[src/rtl/conv_ctrl_pkg.sv]
// Shared types and constants for the convolution sequencing controller.
package conv_ctrl_pkg;

    typedef enum logic [2:0] {
        IDLE,
        INIT,
        LD_FILT,
        LD_INPUT,
        LD_TABLE,
        WRITE,
        DONE
    } state_e;

    localparam logic [1:0] MSEL_X = 2'b00;
    localparam logic [1:0] MSEL_Y = 2'b01;
    localparam logic [1:0] MSEL_Z = 2'b10;

    localparam logic PC_SEL_BASE = 1'b0;
    localparam logic PC_SEL_INC  = 1'b1;

    localparam int unsigned FILT_BEATS_DEF = 4;
    localparam int unsigned IN_BEATS_DEF   = 16;
    localparam int unsigned WINDOWS_DEF    = 13;

    localparam int unsigned BEAT_W = 5;
    localparam int unsigned WIN_W  = 4;

    // Every datapath strobe driven by the controller (err is kept separately).
    typedef struct packed {
        logic       x_sel;
        logic       y_sel;
        logic       z_sel;
        logic       x_en;
        logic       y_en;
        logic       z_en;
        logic [1:0] mem_in_sel;
        logic       mem_rd;
        logic       mem_wr;
        logic       filt_ld;
        logic       filt_count_en;
        logic       input_en;
        logic       input_count_en;
        logic       tab_count_ld;
        logic       table_count_en;
        logic       table_ld;
        logic       busy;
        logic       done;
    } ctrl_t;

    // Moore decode of a state; win_last suppresses the table advance on the final write.
    function automatic ctrl_t decode(state_e st, logic win_last);
        ctrl_t c;
        c = '0;
        unique case (st)
            IDLE: ;
            INIT: begin
                c.x_sel        = PC_SEL_BASE;
                c.y_sel        = PC_SEL_BASE;
                c.z_sel        = PC_SEL_BASE;
                c.x_en         = 1'b1;
                c.y_en         = 1'b1;
                c.z_en         = 1'b1;
                c.tab_count_ld = 1'b1;
                c.busy         = 1'b1;
            end
            LD_FILT: begin
                c.mem_in_sel    = MSEL_X;
                c.mem_rd        = 1'b1;
                c.filt_ld       = 1'b1;
                c.filt_count_en = 1'b1;
                c.x_en          = 1'b1;
                c.x_sel         = PC_SEL_INC;
                c.busy          = 1'b1;
            end
            LD_INPUT: begin
                c.mem_in_sel     = MSEL_Y;
                c.mem_rd         = 1'b1;
                c.input_en       = 1'b1;
                c.input_count_en = 1'b1;
                c.y_en           = 1'b1;
                c.y_sel          = PC_SEL_INC;
                c.busy           = 1'b1;
            end
            LD_TABLE: begin
                c.table_ld = 1'b1;
                c.busy     = 1'b1;
            end
            WRITE: begin
                c.mem_in_sel     = MSEL_Z;
                c.mem_wr         = 1'b1;
                c.z_en           = 1'b1;
                c.z_sel          = PC_SEL_INC;
                c.table_count_en = ~win_last;
                c.busy           = 1'b1;
            end
            DONE: begin
                c.done = 1'b1;
                c.busy = 1'b1;
            end
            default: ;
        endcase
        return c;
    endfunction

endpackage

[src/rtl/conv_shadow_counter.sv]
// Shadow beat/window counter: synchronous clear, increment, and last-value compare.
module conv_shadow_counter #(
    parameter int unsigned W = 4
) (
    input  logic         clk_i,
    input  logic         rst_ni,
    input  logic         clr_i,
    input  logic         inc_i,
    input  logic [W-1:0] last_i,
    output logic         last_c_o
);

    logic [W-1:0] count_q;
    logic [W-1:0] count_d;

    // Clear has priority over increment.
    always_comb begin
        count_d = count_q;
        if (clr_i) begin
            count_d = '0;
        end else if (inc_i) begin
            count_d = count_q + W'(1);
        end
    end

    // Count register.
    always_ff @(posedge clk_i or negedge rst_ni) begin
        if (!rst_ni) begin
            count_q <= '0;
        end else begin
            count_q <= count_d;
        end
    end

    assign last_c_o = (count_q == last_i);

endmodule

[src/rtl/conv_controller.sv]
// Sequencing FSM for the convolution datapath with carry-out cross-checking.
module conv_controller
    import conv_ctrl_pkg::*;
#(
    parameter int unsigned FILT_BEATS = FILT_BEATS_DEF,
    parameter int unsigned IN_BEATS   = IN_BEATS_DEF,
    parameter int unsigned WINDOWS    = WINDOWS_DEF
) (
    input  logic       clk_i,
    input  logic       rst_ni,
    input  logic       start_i,
    input  logic       filt_cout_i,
    input  logic       input_i_cout_i,
    input  logic       table_cout_i,
    output logic       x_sel_o,
    output logic       y_sel_o,
    output logic       z_sel_o,
    output logic       x_en_o,
    output logic       y_en_o,
    output logic       z_en_o,
    output logic [1:0] mem_in_sel_o,
    output logic       mem_rd_o,
    output logic       mem_wr_o,
    output logic       filt_ld_o,
    output logic       filt_count_en_o,
    output logic       input_en_o,
    output logic       input_count_en_o,
    output logic       tab_count_ld_o,
    output logic       table_count_en_o,
    output logic       table_ld_o,
    output logic       busy_o,
    output logic       done_o,
    output logic       err_o
);

    localparam logic [BEAT_W-1:0] FILT_LAST = BEAT_W'(FILT_BEATS - 1);
    localparam logic [BEAT_W-1:0] IN_LAST   = BEAT_W'(IN_BEATS - 1);
    localparam logic [WIN_W-1:0]  WIN_LAST  = WIN_W'(WINDOWS - 1);

    state_e            state_q, state_d;
    ctrl_t             ctrl_q, ctrl_d;
    logic              err_q, err_d;
    logic              mismatch;
    logic              beat_last, win_last;
    logic [BEAT_W-1:0] beat_lim;
    logic              beat_clr, beat_inc, win_clr, win_inc;

    // One beat counter serves both load phases; its limit follows the phase.
    assign beat_lim = (state_q == LD_INPUT) ? IN_LAST : FILT_LAST;
    assign beat_clr = (state_d != state_q);
    assign beat_inc = (state_q == LD_FILT) || (state_q == LD_INPUT);
    assign win_clr  = (state_q == LD_INPUT);
    assign win_inc  = (state_q == WRITE) && (state_d == LD_TABLE);

    conv_shadow_counter #(.W(BEAT_W)) u_beat_cnt (
        .clk_i    (clk_i),
        .rst_ni   (rst_ni),
        .clr_i    (beat_clr),
        .inc_i    (beat_inc),
        .last_i   (beat_lim),
        .last_c_o (beat_last)
    );

    conv_shadow_counter #(.W(WIN_W)) u_win_cnt (
        .clk_i    (clk_i),
        .rst_ni   (rst_ni),
        .clr_i    (win_clr),
        .inc_i    (win_inc),
        .last_i   (WIN_LAST),
        .last_c_o (win_last)
    );

    // Next state and sticky error; any carry-out disagreeing with the shadow count aborts to DONE.
    always_comb begin
        state_d  = state_q;
        err_d    = err_q;
        mismatch = 1'b0;
        unique case (state_q)
            IDLE: begin
                if (start_i) begin
                    state_d = INIT;
                    err_d   = 1'b0;
                end
            end
            INIT:     state_d = LD_FILT;
            LD_FILT: begin
                if (filt_cout_i != beat_last) begin
                    mismatch = 1'b1;
                end else if (beat_last) begin
                    state_d = LD_INPUT;
                end
            end
            LD_INPUT: begin
                if (input_i_cout_i != beat_last) begin
                    mismatch = 1'b1;
                end else if (beat_last) begin
                    state_d = LD_TABLE;
                end
            end
            LD_TABLE: state_d = WRITE;
            WRITE: begin
                if (table_cout_i != win_last) begin
                    mismatch = 1'b1;
                end else if (win_last) begin
                    state_d = DONE;
                end else begin
                    state_d = LD_TABLE;
                end
            end
            DONE:     state_d = IDLE;
            default:  state_d = IDLE;
        endcase
        if (mismatch) begin
            state_d = DONE;
            err_d   = 1'b1;
        end
    end

    // Strobes are registered from the next state so they line up with state_q.
    assign ctrl_d = decode(state_d, win_last);

    // State, strobe and error registers.
    always_ff @(posedge clk_i or negedge rst_ni) begin
        if (!rst_ni) begin
            state_q <= IDLE;
            ctrl_q  <= '0;
            err_q   <= 1'b0;
        end else begin
            state_q <= state_d;
            ctrl_q  <= ctrl_d;
            err_q   <= err_d;
        end
    end

    assign x_sel_o          = ctrl_q.x_sel;
    assign y_sel_o          = ctrl_q.y_sel;
    assign z_sel_o          = ctrl_q.z_sel;
    assign x_en_o           = ctrl_q.x_en;
    assign y_en_o           = ctrl_q.y_en;
    assign z_en_o           = ctrl_q.z_en;
    assign mem_in_sel_o     = ctrl_q.mem_in_sel;
    assign mem_rd_o         = ctrl_q.mem_rd;
    assign mem_wr_o         = ctrl_q.mem_wr;
    assign filt_ld_o        = ctrl_q.filt_ld;
    assign filt_count_en_o  = ctrl_q.filt_count_en;
    assign input_en_o       = ctrl_q.input_en;
    assign input_count_en_o = ctrl_q.input_count_en;
    assign tab_count_ld_o   = ctrl_q.tab_count_ld;
    assign table_count_en_o = ctrl_q.table_count_en;
    assign table_ld_o       = ctrl_q.table_ld;
    assign busy_o           = ctrl_q.busy;
    assign done_o           = ctrl_q.done;
    assign err_o            = err_q;

endmodule

[config.mk]
export PLATFORM = sky130hd
export DESIGN_NAME = conv_controller
export DESIGN_NICKNAME = d
export VERILOG_FILES = /design/src/rtl/conv_ctrl_pkg.sv /design/src/rtl/conv_shadow_counter.sv /design/src/rtl/conv_controller.sv
export SDC_FILE = /design/constraint.sdc
export NUM_CORES = 1
export LEC_CHECK = 0
export CORE_MARGIN = 3
export CORE_UTILIZATION = 56
export CTS_BUF_LIST = sky130_fd_sc_hd__clkbuf_4
export DETAILED_ROUTE_END_ITERATION = 6
export GPL_ROUTABILITY_DRIVEN = 0
export PLACE_DENSITY = 0.85
export SYNTH_ARGS = -nofsm -noshare
export SYNTH_HDL_FRONTEND = slang
export SYNTH_SLANG_ARGS = --single-unit
[constraint.sdc]
create_clock -name clk_i -period 4.6 [get_ports clk_i]
set_input_delay 0.92 -clock clk_i [delete_from_list [all_inputs] [get_ports clk_i]]
set_output_delay 0.92 -clock clk_i [all_outputs]
set_load 0.01 [all_outputs]
==> metrics, run 1 <==
run status complete, no violations; max_slew headroom 22.8%; core area 2280 sq um; CTS Buf Count 3; row cnt 17; Root Driver clkbuf_4; sequential area share after synthesis 46.9%; DIE WIDTH 55.8 um; clk sinks 26; crit end category flop; clock skew 0.00981 ns; syn avg cell area 10.9 sq um; Startpoint Class input port; minimum clock period 2.38 ns; Slew Limit Fails 0; Hold Path Class reg -> reg; Tot GR Track Use 19.2%; drt initial violations 43; final worst path period share 51.7%; CP top delay family simple AND/OR/NAND/NOR gates; antenna violations before repair 0; die height 55.8 um; clock tree buffer depth 2; Hold Path Depth 1; clock tree from TritonCTS yes; kind of critical path in -> reg; Pre-antenna DRT Iters 4; DRT Wirelength 2.72 mm; synth unique cells 43; drt drc 0; vias in the first global route 1017; HPWL Detailed 2.07 mm; first-pass GRT wire length 4.68 mm; Hold Path Origin err_o$_DFFE_PN0P_; CP Cell Sequence clkdlybuf4s50_1 -> nor4bb_1 -> a221oi_1 -> o211ai_1 -> nor2_1; Synth Cell Area 1390 sq um; Critical Path RT 4.81 ns; EDFF count, synth 0; remaining antenna violation count 0; mean routed wirelength per cell 15.7 um; Initial Util 61.0%; FMAX 420 MHz; slowest stage cell, crit path clkdlybuf4s50_1; largest net degree at the start of global routing 27; Worst Reg2Reg Path Length in Cells 4; power per cell area 615 nW/um^2; Skew-Pair Late Insertion Delay 0.33 ns; YS warnings 0; post-synth top area cell dfrtp_1; port buffer count 25; routed vias/inst 5.78; full die area 3110 sq um; worst IR drop on VDD 469 uV; Max Cap Viol 0; worst reg2reg setup slack 2.63 ns; Synth area leaders dfrtp_1 47%, buf_4 4.3%, nor2_1 3.8%, xor2_1 3.2%, ha_1 2.7%; worst path arrival time 2.59 ns; syn nets 136; final core occ 72.3%; Setup-failing EPs final 0; htree depth 1; register bit total from synthesis 26; WP buf/inv 1; hold endpoint err_o$_DFFE_PN0P_; Overflow after GRT 0; Fin Setup TNS 0 ns; final net count 155; worst-path fanout max 5; Leak 0.716 nW; Tightest Pin Transition 1.15 ns; most common cell after layout, fill and taps aside dfrtp_1; reg2reg start state_q[1]$_DFF_PN0_; Ports 26; worst r2r dst u_beat_cnt.count_q[0]$_DFFE_PN0P_; post_cts resized 0; final hold violations 0; share of layout cells above drive strength 1 10.3%; Min Hold Slack 0.515 ns; Cells after Synth 127; most frequent cells in the layout 26 x dfrtp_1, 25 x clkdlybuf4s50_1, 14 x nor2_1, 8 x nand2_1; Area growth syn-to-layout 18.7%; slowest stage delay, CP 0.53 ns; Top FF cell, synth dfrtp_1; Synth top area share 46.9%; clock slew at reported path FFs 0.15 ns; # diodes 0; unrepaired setup endpoints after global routing false; post-synthesis async set-or-reset flop share 100%; via count 1000; Hold-fix buffers, CTS 0; postcts setup bufs 0
[final cells by class]
class / count / area, sq um
Clock buffer: 3 / 22.5
Clock inverter: 1 / 30.0
Fill cell: 167 / 629
Inverter: 3 / 11.3
Multi-Input combinational cell: 87 / 647
Sequential cell: 26 / 651
Tap cell: 28 / 35.0
Timing Repair Buffer: 25 / 250
[layer usage]
layer / global-route usage (%) / part of all wire, %
met5: 0 / 0
met4: 8.33 / 1.7
met3: 3.25 / 5.0
met2: 32.8 / 52
met1: 23.8 / 42
[flip-flops by register name (all words and copies together), names as in the netlist, 2 cells and up]
register / flops
state_q: 3
mem_in_sel_o: 2
u_win_cnt.count_q: 4
u_beat_cnt.count_q: 5
[worst reg2reg max path: cells and delay by family, from the launching register on]
family	cells	cell delay [ns]
flops	1	0.61
compound gates	2	0.55
simple gates	2	0.69
[through the flow]
step / setup WS (ns) / std cells / power, mW / area, sq um
2_1_floorplan: 2.58 / 127 / 0.686 / 1390
3_3_place_gp: 2.07 / 169 / 0.836 / 1590
3_5_place_dp: 1.90 / 169 / 0.860 / 1590
4_1_cts: 2.27 / 173 / 1.02 / 1650
5_1_grt: 2.10 / 173 / 1.08 / 1650
6_report: 2.22 / 173 / 1.01 / 1650
[worst max path at each step]
| stage | from | end | slack, ns | cells past startpoint |
|---|---|---|---|---|
| 5_1_grt | filt_cout_i | u_beat_cnt.count_q[0]$_DFFE_PN0P_ | 2.10 | 5 |
| 3_3_place_gp | start_i | x_en_o$_DFF_PN0_ | 2.07 | 5 |
| 4_1_cts | filt_cout_i | u_beat_cnt.count_q[0]$_DFFE_PN0P_ | 2.27 | 5 |
| 3_5_place_dp | filt_cout_i | u_beat_cnt.count_q[0]$_DFFE_PN0P_ | 1.90 | 5 |
| 2_1_floorplan | start_i | x_en_o$_DFF_PN0_ | 2.58 | 4 |
| 6_report | filt_cout_i | u_beat_cnt.count_q[0]$_DFFE_PN0P_ | 2.22 | 5 |
[logic make-up (layout without fill, tap and decap cells)]
logic type | Yosys count | in the layout | synth area share (%)
AOI/OAI and AO/OA | 15 | 15 | 10.4
and+or+nand+nor | 59 | 59 | 27.1
buffers and inverters | 14 | 32 | 6.49
adders and majority gates | 3 | 3 | 2.71
DFF | 26 | 26 | 46.9
xor gates and xnor gates | 8 | 8 | 5.05
muxes | 2 | 2 | 1.44
[power by group]
group	internal, mW	leakage [nW]	switching [mW]	total, mW
Combinational	0.250	0.346	0.228	0.478
Sequential	0.301	0.342	0.0747	0.376
Clock	0.0882	0.0279	0.0697	0.158
[synth_stat cells (3+ instances only)]
library cell / number
a21oi_1: 3
and2_1: 5
buf_4: 8
dfrtp_1: 26
ha_1: 3
inv_1: 3
nand2_1: 8
nand3_1: 4
nor2_1: 14
nor3_1: 3
xnor2_1: 3
xor2_1: 5
No activity file was read; power rests on OpenSTA's default activity.
==> run 2, diff against run 1 <==
--- a/config.mk
+++ b/config.mk
@@ -6,11 +6,11 @@
 export NUM_CORES = 1
 export LEC_CHECK = 0
 export CORE_MARGIN = 3
-export CORE_UTILIZATION = 56
+export CORE_UTILIZATION = 53
 export CTS_BUF_LIST = sky130_fd_sc_hd__clkbuf_4
 export DETAILED_ROUTE_END_ITERATION = 6
 export GPL_ROUTABILITY_DRIVEN = 0
-export PLACE_DENSITY = 0.85
+export PLACE_DENSITY = 0.81
 export SYNTH_ARGS = -nofsm -noshare
 export SYNTH_HDL_FRONTEND = slang
 export SYNTH_SLANG_ARGS = --single-unit
==> constraint.sdc (replaced) <==
create_clock -name clk_i -period 2.3 [get_ports clk_i]
set_input_delay 0.46 -clock clk_i [delete_from_list [all_inputs] [get_ports clk_i]]
set_output_delay 0.46 -clock clk_i [all_outputs]
set_load 0.01 [all_outputs]
==> metrics, run 2 (synthesized netlist as in run 1, its figures left out) <==
run status complete, no violations; Pre-antenna DRT Iters 4 (unchanged); full die area 3270 sq um (+5.0%); port buffer count 25 (unchanged); grt met3 use 4.98% (+1.7 points); clock slew at reported path FFs 0.13 ns (-0.02 ns); grt met1 use 21.9% (-1.9 points); share of layout cells above drive strength 1 10.3% (unchanged); final hold violations 0 (unchanged); Setup-failing EPs final 0 (unchanged); drt initial violations 13 (-70%); Initial Util 59.3% (-1.7 points); worst path arrival time 2.19 ns (-0.40 ns); final instance area 1620 sq um (-1.4%); unrepaired setup endpoints after global routing false; max_slew headroom 63.6% (+41 points); DRT Wirelength 2.71 mm (-0.51%); most common cell after layout, fill and taps aside dfrtp_1; htree depth 1 (unchanged); Max Cap Viol 0 (unchanged); area of placed instances 1600 sq um (+0.47%); Design Power 1.90 mW (+88%); drt drc 0 (unchanged); die height 57.2 um (+2.5%); final net count 156 (+0.65%); power per cell area 1170 nW/um^2 (+90%); Tot GR Track Use 18.1% (-1.1 points); Top Registers u_beat_cnt.count_q x5, u_win_cnt.count_q x4, state_q x3; crit end category flop; mean routed wirelength per cell 15.7 um (-0.51%); CTS Buf Count 3 (unchanged); Ports 26 (unchanged); clock tree buffer depth 2 (unchanged); post_cts resized 0 (unchanged); core area 2340 sq um (+2.8%); GR met2 Demand/Resource 30.3% (-2.4 points); first-pass GRT wire length 4.44 mm (-5.0%); Fin Setup TNS 0 ns (unchanged); clock tree from TritonCTS yes; Hold Path Class in -> async; vias in the first global route 911 (-10%); Tightest Pin Transition 0.539 ns (-0.615 ns); kind of critical path reg -> reg; clk sinks 26 (unchanged); Leak 0.706 nW (-1.3%); row cnt 17 (unchanged); Skew-Pair Late Insertion Delay 0.32 ns (about the same); Overflow after GRT 0 (unchanged); largest net degree at the start of global routing 27 (unchanged); max reg flops 5 (unchanged); # diodes 0 (unchanged); slowest stage delay, CP 0.60 ns (+0.07 ns); Critical Path RT 2.50 ns (-2.31 ns); grt peak-use layer met2; Startpoint Class flop; worst IR drop on VDD 813 uV (+73%); Root Driver clkbuf_4; final worst path period share 86.7%; Slew Limit Fails 0 (unchanged); remaining antenna violation count 0 (unchanged); antenna violations before repair 0 (unchanged); DIE WIDTH 57.2 um (+2.5%); Area growth syn-to-layout 17.0%; routed vias/inst 5.76 (-0.40%); placed insts 170 (+0.59%); postcts setup bufs 0 (unchanged); HPWL Detailed 2.07 mm (+0.15%); via count 996 (-0.40%); FMAX 501 MHz; Hold-fix buffers, CTS 0 (unchanged); clock skew 0.00300 ns (-0.00680 ns); most frequent cells in the layout 26 x dfrtp_1, 25 x clkdlybuf4s50_1, 14 x nor2_1, 8 x nand2_1; slowest stage cell, crit path dfrtp_1; CP Cell Sequence nor4bb_1 -> a221oi_1 -> o211ai_1 -> a21oi_1; minimum clock period 2.00 ns; Layout Cells excl Fill 173 (unchanged); largest register by flop count u_beat_cnt.count_q; worst-path fanout max 15 (+10)
[run 2: final timing paths]
check / startpoint / endpoint / slack [ns] / cells past startpoint
hold reg to reg: err_o$_DFFE_PN0P_ / err_o$_DFFE_PN0P_ / 0.54 / 1
setup / recovery: state_q[1]$_DFF_PN0_ / u_beat_cnt.count_q[1]$_DFFE_PN0P_ / 0.30 / 4
hold / removal: rst_ni / u_beat_cnt.count_q[0]$_DFFE_PN0P_ / 0.48 / 2
min in group clk_i: err_o$_DFFE_PN0P_ / err_o$_DFFE_PN0P_ / 0.54 / 1
max in group asynchronous: rst_ni / mem_in_sel_o[0]$_DFF_PN0_ / 1.58 / 2
setup reg to reg: state_q[1]$_DFF_PN0_ / u_beat_cnt.count_q[1]$_DFFE_PN0P_ / 0.30 / 4
[run 2: report_power, final]
part	internal, mW	switching, mW
combinational	0.503	0.458
sequential	0.603	0.147
clock	0.0615	0.127
total	1.17	0.731
[run 2: metal layers]
layer	up-vias	wire, um
met5	-	0
met1	493	1110
li1	471	-
met2	27	1400
met4	0	48
met3	5	142
[run 2: per-stage QoR]
step | hold slack, ns | util, % | worst slack [ns]
finish | 0.480 | 69.4 | 0.305
detailed placement | 0.532 | 68.4 | 0.0329
global placement | 0.482 | 68.4 | 0.128
CTS | 0.484 | 69.4 | 0.349
floorplan | 0.164 | - | 0.548
global route | 0.471 | 69.4 | 0.136
[run 2: critical path, delay by kind of cell (launching register included)]
| family | cells | cell delay, ns |
|---|---|---|
| AO/OA/AOI/OAI | 3 | 0.70 |
| flip-flops | 1 | 0.60 |
| AND/OR/NAND/NOR | 1 | 0.57 |
[run 2: area by class of cell]
class / count / area, sq um
clock buffers: 3 / 22.5
fillers: 179 / 716
inverters: 3 / 11.3
multi-input cells: 87 / 647
flip-flops and latches: 26 / 651
well taps: 28 / 35.0
repair buffers: 26 / 258
